`src/rtl/instr_fetch_queue.sv`:
```
`default_nettype none
// ============================================================================
//  Module   : instr_fetch_queue
//  Purpose  : Sequential instruction prefetcher with DEPTH-entry queue,
//             valid/ready decoder interface, redirect flush and done flag.
//  Revision : 1.0  initial release
// ============================================================================
module instr_fetch_queue #(
    parameter int                ADDR_W   = 5,
    parameter int                DATA_W   = 32,
    parameter int                DEPTH    = 4,
    parameter logic [ADDR_W-1:0] RESET_PC = '0
) (
    input  logic              clk,
    input  logic              rst_n,
    input  logic              run,
    input  logic [ADDR_W-1:0] prog_len,
    output logic              imem_req,
    output logic [ADDR_W-1:0] imem_addr,
    input  logic [DATA_W-1:0] imem_rdata,
    output logic              out_valid,
    input  logic              out_ready,
    output logic [DATA_W-1:0] out_instr,
    output logic [ADDR_W-1:0] out_pc,
    input  logic              redirect,
    input  logic [ADDR_W-1:0] redirect_pc,
    output logic              done
);

    localparam int PTR_W = $clog2(DEPTH);
    localparam int CNT_W = PTR_W + 1;
    localparam int OCC_W = CNT_W + 1;

    logic [ADDR_W-1:0] r_pc;
    logic [CNT_W-1:0]  r_count;
    logic              r_inflight;
    logic [ADDR_W-1:0] r_infl_pc;
    logic [PTR_W-1:0]  r_wr_ptr;
    logic [PTR_W-1:0]  r_rd_ptr;
    logic              r_out_valid;
    logic              r_done;

    logic [DATA_W-1:0] r_instr_q [DEPTH];
    logic [ADDR_W-1:0] r_pc_q    [DEPTH];

    logic [OCC_W-1:0]  w_occupancy;
    logic              w_issue;
    logic              w_push;
    logic              w_pop;
    logic [CNT_W-1:0]  w_count_next;
    logic [ADDR_W-1:0] w_pc_next;
    logic              w_inflight_next;
    logic              w_done_next;

    // The in-flight word already owns a slot, so the queue can never overflow.
    assign w_occupancy = OCC_W'(r_count) + OCC_W'(r_inflight);
    assign w_issue     = rst_n & run & ~redirect & (r_pc < prog_len)
                       & (w_occupancy < OCC_W'(DEPTH));
    assign w_push      = r_inflight & ~redirect;
    assign w_pop       = r_out_valid & out_ready;

    always_comb begin
        w_count_next    = r_count + CNT_W'(w_push) - CNT_W'(w_pop);
        w_pc_next       = w_issue ? r_pc + ADDR_W'(1) : r_pc;
        w_inflight_next = w_issue;
        if (redirect) begin
            w_count_next = '0;
            w_pc_next    = redirect_pc;
        end
        w_done_next = (w_pc_next >= prog_len) && (w_count_next == '0) && !w_inflight_next;
    end

    always_ff @(posedge clk or negedge rst_n) begin
        if (!rst_n) begin
            r_pc        <= RESET_PC;
            r_count     <= '0;
            r_inflight  <= 1'b0;
            r_infl_pc   <= '0;
            r_wr_ptr    <= '0;
            r_rd_ptr    <= '0;
            r_out_valid <= 1'b0;
            r_done      <= 1'b0;
        end else begin
            r_pc        <= w_pc_next;
            r_count     <= w_count_next;
            r_inflight  <= w_inflight_next;
            r_out_valid <= (w_count_next != '0);
            r_done      <= w_done_next;
            if (w_issue) begin
                r_infl_pc <= r_pc;
            end
            if (redirect) begin
                r_wr_ptr <= '0;
                r_rd_ptr <= '0;
            end else begin
                if (w_push) begin
                    r_wr_ptr <= r_wr_ptr + PTR_W'(1);
                end
                if (w_pop) begin
                    r_rd_ptr <= r_rd_ptr + PTR_W'(1);
                end
            end
        end
    end

    // Payload storage needs no reset: entries are only visible through out_valid.
    always_ff @(posedge clk) begin
        if (w_push) begin
            r_instr_q[r_wr_ptr] <= imem_rdata;
            r_pc_q[r_wr_ptr]    <= r_infl_pc;
        end
    end

    assign imem_req  = w_issue;
    assign imem_addr = r_pc;
    assign out_valid = r_out_valid;
    assign out_instr = r_out_valid ? r_instr_q[r_rd_ptr] : '0;
    assign out_pc    = r_out_valid ? r_pc_q[r_rd_ptr]    : '0;
    assign done      = r_done;

endmodule
`default_nettype wire

```
`config.mk`:
```
export PLATFORM = sky130hd
export DESIGN_NAME = instr_fetch_queue
export DESIGN_NICKNAME = d
export VERILOG_FILES = /design/src/rtl/instr_fetch_queue.sv
export SDC_FILE = /design/constraint.sdc
export NUM_CORES = 1
export LEC_CHECK = 0
export ABC_AREA = 1
export BUFFER_PORTS_ARGS = -buffer_cell sky130_fd_sc_hd__buf_2
export CORE_MARGIN = 2
export CORE_UTILIZATION = 58
export CTS_CLUSTER_SIZE = 14
export DETAILED_ROUTE_END_ITERATION = 10
export PLACE_DENSITY = 0.77
export SYNTH_ARGS = -nofsm -noshare
export SYNTH_HDL_FRONTEND = slang
export SYNTH_SLANG_ARGS = --single-unit
```
`constraint.sdc`:
```
create_clock -name clk -period 3.75 [get_ports clk]
set_input_delay 0 -clock clk [delete_from_list [all_inputs] [get_ports clk]]
set_output_delay 0 -clock clk [all_outputs]
set_load 0.02 [all_outputs]
```
After elaboration in Yosys (flattened, before gate mapping)
Memory sizes are Yosys's and may differ from the RTL's.
Index checks and enable logic that the tools add are counted.
- multiply operators: 0
- $add $sub $neg: 6
- eq/ne operators: 0
- shifts and indexed selects: 0
- muxes and demuxes: 11
- divide/modulo/power cells: 0
- $lt $le $gt $ge: 3
- reductions and logical operators: 7
- bitwise operators: 7
- operators with widths (kind ; number):
    2-to-1 mux 32 bit ; 1
    2-to-1 mux 5 bit ; 3
    2-to-1 mux 2 bit ; 4
    AND 1 bit ; 6
    adder 5 x 1 -> 5 bit, second input constant ; 1
    greater-or-equal comparator 5 bit ; 1
    < comparator 5 bit ; 1
    adder 2 x 1 -> 2 bit, second input constant ; 2
    adder 3 x 1 -> 4 bit ; 1
    < comparator 4 x 3 -> 1 bit, second input constant ; 1
    nonzero test 2 bit ; 2
    adder 3 x 1 -> 3 bit ; 1
    zero test 3 bit ; 1
    2-to-1 mux 3 bit ; 1
    nonzero test 3 bit ; 1
    subtractor 3 x 1 -> 3 bit ; 1
    logical AND 1 bit ; 2
    2-to-1 mux 1 bit ; 2
    zero test 1 bit ; 1
    inverter 1 bit ; 1
- ROM bits: 0
- bits in latches: 0
- output and inout bits: 45
- register bits: 20
- bits in writable memories: 148
- memories kept: 2
- memories (memory ; words ; width ; rd ports ; clocked after Yosys merged registers in ; write ports ; line ; RTL):
    r_instr_q ; 4 ; 32 ; 1 ; 0 ; 1 ; 43 ; logic [DATA_W-1:0] r_instr_q [DEPTH];
    r_pc_q ; 4 ; 5 ; 1 ; 0 ; 1 ; 44 ; logic [ADDR_W-1:0] r_pc_q [DEPTH];

Depth between registers and ports, before layout
Gate-level depths: netlist of run 1.
- word-level depth: 9
- mapped depth: 16

Least setup slack after synthesis of run 1
OpenSTA, ideal clock, no wires.
- kind: register -> register
- start point: reg r_wr_ptr[0]
- end point: mem r_instr_q[2][0] (enable)
- path slack: 1107 ps
- data arrival time: 2212 ps
- cell stages (with the launch flop): 5
- clock period less this slack: 2643 ps
- required time: 3319 ps
- buffers on the path: 0
- setup time: 431 ps
- cell sequence: dfrtp_1 -> inv_1 -> ha_1 -> inv_1 -> nor2_1
- RTL lines (item ; line ; RTL):
    start, declared ; 38 ; logic [PTR_W-1:0] r_wr_ptr;
    start signal, assigned ; 97 ; r_wr_ptr <= r_wr_ptr + PTR_W'(1);
    end, declared ; 43 ;
No word-level cell before the write port.

Worst setup path in the final report of run 1
- start point: reg r_rd_ptr[1]
- end point: out out_pc[0]
- word-level cells in the longest chain between the ends: 2
- ends and longest elaborated chain (item ; line ; RTL):
    start, declared ; 39 ; logic [PTR_W-1:0] r_rd_ptr;
    start signal, assigned ; 100 ; r_rd_ptr <= r_rd_ptr + PTR_W'(1);
    memory (4 x 5 bit) ; - ;
    2-to-1 mux 5 bit ; 118 ; assign out_pc = r_out_valid ? r_pc_q[r_rd_ptr] : '0;
    end, declared ; 24 ; output logic [ADDR_W-1:0] out_pc,
Every way passes these cells.

==> impl_metrics.env, run 1 <==
export IMPL_run_status="complete, no violations"
export IMPL_path_class="reg2out"
export IMPL_vias=4977
export IMPL_wl_um=15200
export IMPL_ys_ff_latch=168
export IMPL_start_util=0.594
export IMPL_cts_tree="built"
export IMPL_grt_overflow=0
export IMPL_slew_viol_final=0
export IMPL_hold_buffers=42
export IMPL_synthCells=622
export IMPL_synth_largest_area_cell="edfxtp_1"
export IMPL_clock_sinks=168
export IMPL_tightest_slew_ps=818
export IMPL_utilization=0.725
export IMPL_final_common_cell="nor2_1"
export IMPL_cts_max_level=4
export IMPL_port_buffers=91
export IMPL_postRouteAntennaNets=0
export IMPL_route_detailed_drc=0
export IMPL_hold_violations=0
export IMPL_grt_total_usage=0.242
export IMPL_layout_drive_gt1_share=0.203
export IMPL_die_y_um=115
export IMPL_hp_class="in2async"
export IMPL_fin_nets=818
export IMPL_endpoint_kind="primary output"
export IMPL_rsz0062_at_grt="false"
export IMPL_yosysTopAreaCellShare=0.623
export IMPL_numCtsBuffers=17
export IMPL_routabilityCongestion=0.813
export IMPL_setup_worst_path_start_class="register"
export IMPL_wire_per_inst_um=16.6
export IMPL_ys_warn_count=0
export IMPL_core_um2=12000
export IMPL_relSlewSlack=0.455
export IMPL_p_per_area_nw_per_um2=592
export IMPL_num_io_pins=92
export IMPL_dp_hpwl_um=8590
export IMPL_vias_per_cell=5.45
export IMPL_clock_latency_ps=420
export IMPL_syn_nets=687
export IMPL_die_x_um=115
export IMPL_syn_to_final_growth_pct=21.9
export IMPL_clockBufferDepth=2
export IMPL_cp_required_ps=3750
export IMPL_yosys_top_cells_area="edfxtp_1 (62%), nor2_1 (8.7%), dfrtp_1 (7.0%)"
export IMPL_layout_common_cells="nor2_1 (162), edfxtp_1 (148), buf_2 (91)"
export IMPL_drtIter0Drc=626
export IMPL_startpoint="r_rd_ptr[1]$_DFFE_PN0P_"
export IMPL_fin_crit_ps=2740
export IMPL_cts_root_buf="clkbuf_16"
export IMPL_first_global_vias=4944
export IMPL_drtPass1Iterations=5
export IMPL_dpl_worst_slack_ps=1180
export IMPL_clk_pin_slew_worst_paths_ps=60
export IMPL_grt_pass1_wl_um=24000
export IMPL_netlist_area_um2=7140
export IMPL_rows=40
export IMPL_cap_violations=0
export IMPL_power_leakage_nw=3.45
export IMPL_finalSetupViolCount=0
export IMPL_fmax_ghz=0.364
export IMPL_final_period_utilization=0.732
export IMPL_skew_ps=9.05
export IMPL_post_cts_setup_buffer_count=0
export IMPL_setup_ws_ps=1010
export IMPL_reg2reg_slack_ps=1160
export IMPL_cts_resized_gates=0
export IMPL_arrival_ps=2740
export IMPL_grt_max_degree=76
export IMPL_yosysUniqueCellTypes=31
export IMPL_r2r_end="done$_DFF_PN0_"
export IMPL_die_area_um2=13200
export IMPL_r2r_cells=15
export IMPL_synth_seq_area_share=0.693
export IMPL_syn_avg_cell_area_um2=11.5
export IMPL_rr_startpoint="imem_addr[2]$_DFF_PN0_"
export IMPL_crit_fanout=38
export IMPL_antenna_found_initial=1
export IMPL_tns_ps=0
export IMPL_ir_worst_vdd_v=0.000337
-- registers in the layout, summed over array words and instances (netlist names) --
name	cells
r_wr_ptr	2
out_valid	1
done	1
r_rd_ptr	2
r_count	3
r_inflight	1
r_instr_q	128
imem_addr	5
r_infl_pc	5
r_pc_q	20
-- synthesized netlist by cell type --
cell and instances:
o21ai_2 5, xnor2_1 1, xor2_1 2, clkbuf_1 5, nand3_1 8, dfrtp_1 20
o21ai_0 28, clkbuf_2 4, ha_1 17, nand3_2 1, o21ai_1 50, nand2_1 43
buf_2 10, nor2_1 166, fa_1 1, nand2_2 8, nor2_4 1, nand3_4 1
nor3b_1 1, buf_6 1, a21oi_1 44, buf_1 3, edfxtp_1 148, inv_1 36
nor3_1 1, o31ai_1 1, a21oi_2 1, buf_4 6, inv_2 4, nor2_2 4
nand4_1 1
-- how the worst max path moves through the flow --
stage / end / slack, ps / depth (start not counted)
6_report: out_pc[0] / 1010 / 7
5_1_grt: out_pc[0] / 810 / 7
4_1_cts: out_pc[0] / 980 / 7
3_5_place_dp: done$_DFF_PN0_ / 1180 / 15
3_3_place_gp: done$_DFF_PN0_ / 1290 / 15
2_1_floorplan: r_instr_q[2][0]$_DFFE_PP_ / 1110 / 4
-- worst max-delay path, stage by stage, from the launching register on --
cell and delay, ps:
dfrtp_1 320, buf_4 420, inv_1 480, buf_4 380
nor2_1 130, o21ai_1 70, a21oi_1 280, buf_2 230
-- area by class of cell --
class | instances | area, um^2
Antenna cell | 1 | 2.50
Clock buffer | 21 | 440
Clock inverter | 10 | 128
Fill cell | 794 | 3310
Inverter | 40 | 150
Multi-Input combinational cell | 385 | 1920
Sequential cell | 168 | 4950
Tap cell | 147 | 184
Timing Repair Buffer | 141 | 936
-- logic make-up after synthesis --
| family | count (synthesis) | share of synthesized area |
|---|---|---|
| DFF | 168 | 0.693 |
| buffers and inverters | 69 | 0.0429 |
| adders and majority gates | 18 | 0.0326 |
| xor gates and xnor gates | 3 | 0.00368 |
| and+or+nand+nor | 235 | 0.134 |
| AOI/OAI and AO/OA | 129 | 0.0940 |
-- layer usage --
metal | wire (um) | up-vias | GRT usage | share of wire
li1 | - | 2403 | - | -
met2 | 7670 | 165 | 0.410 | 0.51
met4 | 163 | 0 | 0.0779 | 0.011
met5 | 0 | - | 0 | 0
met3 | 936 | 12 | 0.0706 | 0.062
met1 | 6420 | 2397 | 0.302 | 0.42
-- stage by stage --
stage          instance area (um^2)  power (mW)  hold slack [ps]  cells
6_report                       8700        5.15             75.8    913
2_1_floorplan                  7140        3.07             -296    622
5_1_grt                        8700        5.40              117    912
4_1_cts                        8700        5.17             85.6    912
3_3_place_gp                   7710        3.41            -6.80    839
3_5_place_dp                   7710        3.45            0.708    839
-- power breakdown --
part           switching, mW  internal (mW)
registers             0.0735           2.14
logic                  0.850          0.390
clock network          0.664           1.04
Power figures use the tool's default switching activity.
==> inputs of run 2 (changes only) <==
- CORE_UTILIZATION: 58 -> 52
- PLACE_DENSITY: 0.77 -> 0.73
- clock period: 3.75 -> 2.42 ns (I/O delays scaled with it)
==> run 2 against run 1 <==
  * Worst hold slack gained 48 ps
  * Final area grew 3.6%
  * Flip-flop and latch count is the same
  * Sequential power grew 56%
  * Critical path depth grew 6
  * Highest routed layer unchanged
  * Die area grew 11%
  * Clock power grew 40%
  * Wire length grew 1.4%
  * Total power grew 52%
  * Final cell count grew 4.7%
==> impl_metrics.env, run 2 (synthesis results as in run 1) <==
export IMPL_run_status="complete, no violations"
export IMPL_wl_um=15400
export IMPL_cap_violations=0
export IMPL_die_y_um=121
export IMPL_grt_pass1_wl_um=23900
export IMPL_numCtsBuffers=17
export IMPL_grt_total_usage=0.214
export IMPL_slew_viol_final=0
export IMPL_antenna_found_initial=0
export IMPL_rsz0062_at_grt="true"
export IMPL_clk_pin_slew_worst_paths_ps=60
export IMPL_core_um2=13300
export IMPL_die_x_um=121
export IMPL_final_period_utilization=0.968
export IMPL_layout_common_cells="nor2_1 (161), edfxtp_1 (148), buf_2 (91)"
export IMPL_skew_ps=10.3
export IMPL_vias=5040
export IMPL_first_global_vias=4986
export IMPL_syn_to_final_growth_pct=26.3
export IMPL_diodes=0
export IMPL_routabilityCongestion=0.827
export IMPL_p_switching_mw=2.53
export IMPL_hold_violations=0
export IMPL_power_leakage_nw=3.52
export IMPL_cts_root_buf="clkbuf_16"
export IMPL_regMostFlops="r_instr_q"
export IMPL_cts_tree="built"
export IMPL_route_detailed_drc=0
export IMPL_critPathBufInv=1
export IMPL_postRouteAntennaNets=0
export IMPL_multi_input_area_um2=2030
export IMPL_drtPass1Iterations=5
export IMPL_num_io_pins=92
export IMPL_dp_hpwl_um=8530
export IMPL_fin_nets=832
export IMPL_fin_crit_ps=2340
export IMPL_relSlewSlack=0.466
export IMPL_comb_power_share=0.256
export IMPL_seq_area_um2=4950
export IMPL_path_cells="ha_4, nand2_1, nand3_1, nor2_2, nand3_4, buf_6, nor2_2, o21ai_2, ha_1, nand2_1, nor3_1, o31ai_2, nor2_1"
export IMPL_start_util=0.535
export IMPL_path_class="reg2reg"
export IMPL_tightest_slew_ps=799
export IMPL_finalSetupViolCount=0
export IMPL_cpLargestDelayFamily="simple AND/OR/NAND/NOR gates"
export IMPL_vias_per_cell=5.27
export IMPL_hp_class="in2async"
export IMPL_wire_per_inst_um=16.1
export IMPL_total_power_mw=7.84
export IMPL_reg_largest_list="r_instr_q: 128 flops, r_pc_q: 20 flops"
export IMPL_drtIter0Drc=444
export IMPL_grt_overflow=0
export IMPL_clockBufferDepth=2
export IMPL_p_int_mw=5.31
export IMPL_endpoint_kind="register"
export IMPL_arrival_ps=2650
export IMPL_cp_required_ps=2730
export IMPL_grt_max_degree=59
export IMPL_dpl_cell_area_um2=7890
export IMPL_setup_worst_path_start_class="register"
export IMPL_fmax_ghz=0.427
export IMPL_rows=42
export IMPL_largest_reg_flops=128
export IMPL_die_area_um2=14700
export IMPL_dp_cells=875
export IMPL_layout_drive_gt1_share=0.253
export IMPL_clockPowerShare=0.303
export IMPL_final_common_cell="nor2_1"
export IMPL_cpMaxStageDelayCell="dfrtp_1"
export IMPL_crit_path_max_incr_delay_ps=420
export IMPL_seqPwrFrac=0.440
export IMPL_fin_cells=956
export IMPL_port_buffers=91
export IMPL_switching_share=0.322
export IMPL_crit_fanout=8
export IMPL_p_per_area_nw_per_um2=869
export IMPL_fillers=956
export IMPL_clock_latency_ps=420
export IMPL_cts_max_level=4
export IMPL_clock_sinks=168
export IMPL_final_area_um2=9020
export IMPL_ir_worst_vdd_v=0.000545
[run 2: cell count changes in the layout (fill, tap and decap cells not counted), moves of 4 or more]
cell,previous run,this run
a21oi_1,44,39
buf_12,0,7
ha_4,0,4
nand2_2,8,17
ha_1,17,13
nand2_1,43,34
clkinv_4,0,5
buf_4,8,12
a21oi_2,1,6
clkbuf_1,4,0
[run 2: worst register-to-register path: cells and delay by family (launching register included)]
kind	cells	cell delay (ps)
compound gates	2	310
fa+ha+maj	2	540
simple gates	8	810
flops	1	420
buf+inv	1	160
[run 2: final timing paths]
| kind | from | end | slack (ps) | cells past startpoint |
|---|---|---|---|---|
| hold / removal | rst_n | imem_addr[2]$_DFF_PN0_ | 120 | 3 |
| hold reg to reg | r_infl_pc[0]$_DFFE_PN0N_ | r_pc_q[0][0]$_DFFE_PP_ | 530 | 0 |
| setup reg to reg | imem_addr[4]$_DFF_PN0_ | done$_DFF_PN0_ | 80 | 13 |
| min in group clk | run | imem_addr[0]$_DFF_PN0_ | 180 | 9 |
| setup / recovery | imem_addr[4]$_DFF_PN0_ | done$_DFF_PN0_ | 80 | 13 |
| max in group asynchronous | rst_n | r_wr_ptr[0]$_DFFE_PN0P_ | 1470 | 3 |
[run 2: per-stage QoR]
step	setup WS (ps)	setup TNS, ps	hold WS, ps	util
after CTS	26.8	0	122	0.668
final	76.9	0	124	0.676
after detailed placement	-59.2	-59.2	-109	0.591
after global placement	135	0	-110	0.591
after global routing	-55.9	-55.9	146	0.676
after floorplan	-223	-29140	-296	-
[run 2: what timing repair did]
action	4_1_cts	5_1_grt
pin swaps	8	22
gates resized for setup	4	25
buffers inserted	6	0
endpoints found under the setup margin	1	1
hold endpoints to repair	157	0
hold buffers	43	0
[run 2: per-layer routing]
layer | global-route usage | share of wire | vias to the layer above
li1 | - | - | 2431
met1 | 0.247 | 0.40 | 2430
met2 | 0.388 | 0.53 | 161
met3 | 0.0531 | 0.053 | 18
met4 | 0.0697 | 0.011 | 0
met5 | 0 | 0 | -
[run 2: power groups by stage]
stage	Combinational, mW	Clock (mW)	Sequential [mW]
floorplan	1.26	0	3.49
global placement	1.84	0	3.50
detailed placement	1.88	0	3.51
CTS	1.96	2.41	3.45
global route	2.21	2.53	3.47
finish	2.01	2.38	3.45
[run 2: cell type report]
class                           instances  share of cell area
Clock buffer                           17              0.0472
Clock inverter                         15              0.0118
Inverter                               40              0.0168
Multi-Input combinational cell        385               0.225
Sequential cell                       168               0.548
Tap cell                              176              0.0244
Timing Repair Buffer                  155               0.126
==> inputs of run 3 (changes only) <==
==> constraint.sdc (replaced) <==
create_clock -name clk -period 2.42 [get_ports clk]
set_input_delay 0.121 -clock clk [delete_from_list [all_inputs] [get_ports clk]]
set_output_delay 0.121 -clock clk [all_outputs]
set_load 0.02 [all_outputs]
==> run 3 against run 2 <==
  * Total power rose by 2.6%
  * Critical path depth rose by 2
  * Die area did not move
  * Sequential share of layout area rose by 0.73 points
  * Core utilization fell by 0.85 points
  * Via count fell by 0.40%
  * Setup slack got worse by 38 ps
  * Fmax fell by 1.6%
==> impl_metrics.env, run 3 (synthesis results as in run 1) <==
export IMPL_dpl_cell_area_um2=7870
export IMPL_die_x_um=121
export IMPL_largest_reg_flops=128
export IMPL_clockBufferDepth=2
export IMPL_dp_hpwl_um=9490
export IMPL_total_power_mw=8.04
export IMPL_rr_startpoint="imem_addr[1]$_DFF_PN0_"
export IMPL_postRouteAntennaNets=0
export IMPL_start_util=0.535
export IMPL_ir_worst_vdd_v=0.000576
export IMPL_vias_per_cell=5.26
export IMPL_relSlewSlack=0.627
export IMPL_setup_ws_ps=38.6
export IMPL_drtIter0Drc=433
export IMPL_endpoint_kind="register"
export IMPL_dpl_worst_slack_ps=0.816
export IMPL_skew_ps=5.52
export IMPL_clock_sinks=168
export IMPL_port_buffers=91
export IMPL_core_um2=13300
export IMPL_fillers=978
export IMPL_wire_per_inst_um=16.2
export IMPL_layout_drive_gt1_share=0.230
export IMPL_clk_pin_slew_worst_paths_ps=60
export IMPL_first_global_vias=5033
export IMPL_cp_required_ps=2730
export IMPL_arrival_ps=2690
export IMPL_grt_pass1_wl_um=24400
export IMPL_grt_total_usage=0.220
export IMPL_wl_um=15500
export IMPL_setup_worst_path_start_class="register"
export IMPL_diodes=0
export IMPL_die_area_um2=14700
export IMPL_fmax_ghz=0.420
export IMPL_finalSetupViolCount=0
export IMPL_crit_fanout=8
export IMPL_final_period_utilization=0.984
export IMPL_run_status="complete, no violations"
export IMPL_reg_largest_list="r_instr_q: 128 flops, r_pc_q: 20 flops"
export IMPL_grt_overflow=0
export IMPL_grt_max_degree=39
export IMPL_clock_latency_ps=420
export IMPL_num_io_pins=92
export IMPL_tightest_slew_ps=559
export IMPL_regMostFlops="r_instr_q"
export IMPL_cts_max_level=4
export IMPL_path_class="reg2reg"
export IMPL_layout_common_cells="nor2_1 (162), edfxtp_1 (148), buf_2 (91)"
export IMPL_p_per_area_nw_per_um2=903
export IMPL_hold_violations=0
export IMPL_routabilityCongestion=0.831
export IMPL_cts_tree="built"
export IMPL_startpoint="imem_addr[1]$_DFF_PN0_"
export IMPL_fin_nets=832
export IMPL_rows=42
export IMPL_syn_to_final_growth_pct=24.7
export IMPL_final_area_um2=8900
export IMPL_vias=5020
export IMPL_hp_class="in2reg"
export IMPL_power_leakage_nw=3.53
export IMPL_antenna_found_initial=0
export IMPL_rsz0062_at_grt="true"
export IMPL_numCtsBuffers=17
export IMPL_route_detailed_drc=0
export IMPL_final_common_cell="nor2_1"
export IMPL_min_delay_start="redirect"
export IMPL_cts_root_buf="clkbuf_16"
export IMPL_die_y_um=121
export IMPL_fin_crit_ps=2380
export IMPL_drtPass1Iterations=5
export IMPL_slew_viol_final=0
export IMPL_cap_violations=0
[run 3: timing repair]
item	in CTS	in global routing
setup buffers	0	4
setup endpoints to repair	1	8
hold buffers	38	0
gates resized for setup	1	8
pin swaps	0	3
hold endpoints to repair	153	0
[run 3: metal layers]
layer / track usage / up-vias / routed length, um / part of all wire
met5: 0 / - / 0 / 0
met4: 0.103 / 0 / 287 / 0.019
met3: 0.0428 / 24 / 768 / 0.050
met2: 0.381 / 144 / 7980 / 0.52
met1: 0.265 / 2428 / 6420 / 0.42
li1: - / 2424 / - / -
[run 3: power breakdown]
group,switching [mW],internal [mW]
registers,0.150,3.32
clock network,1.00,1.60
logic,1.30,0.661
total,2.45,5.58
[run 3: layout make-up]
| cell class | instances | area [um^2] | share of cell area |
|---|---|---|---|
| Clock buffer | 21 | 440 | 0.0495 |
| Inverter | 40 | 150 | 0.0169 |
| Tap cell | 176 | 220 | 0.0247 |
| Multi-Input combinational cell | 385 | 1970 | 0.221 |
| Sequential cell | 168 | 4950 | 0.556 |
| Clock inverter | 10 | 129 | 0.0145 |
| Timing Repair Buffer | 155 | 1040 | 0.117 |
[run 3: worst paths after layout]
check                      cells past startpoint                       to  slack [ps]
setup / recovery                              15           done$_DFF_PN0_          40
hold / removal                                 2     r_count[0]$_DFF_PN0_          20
setup reg to reg                              15           done$_DFF_PN0_          40
hold reg to reg                                0   r_pc_q[2][0]$_DFFE_PP_         540
max in group asynchronous                      3  r_rd_ptr[0]$_DFFE_PN0P_        1830
min in group asynchronous                      2     r_count[2]$_DFF_PN0_          90
[run 3: per-stage QoR]
stage	hold WS (ps)	TNS, ps	cells	util
after CTS	8.73	0	951	0.661
after floorplan	-175	-29140	622	-
after global placement	-12.6	0	882	0.589
after detailed placement	-4.77	0	882	0.589
after global routing	29.8	-85.9	955	0.667
final	20.7	0	955	0.667
[run 3: worst max-delay path, cell delays in order (launching register included)]
cell	delay [ps]
dfrtp_1	430
ha_1	300
nand2_1	80
inv_1	40
nand2_1	50
nand2_1	60
nand2_2	70
nand3_4	120
nand2_1	90
nand2_1	70
a21oi_2	200
ha_4	230
a21oi_2	130
o21ai_0	80
o31ai_1	240
nor2_1	70
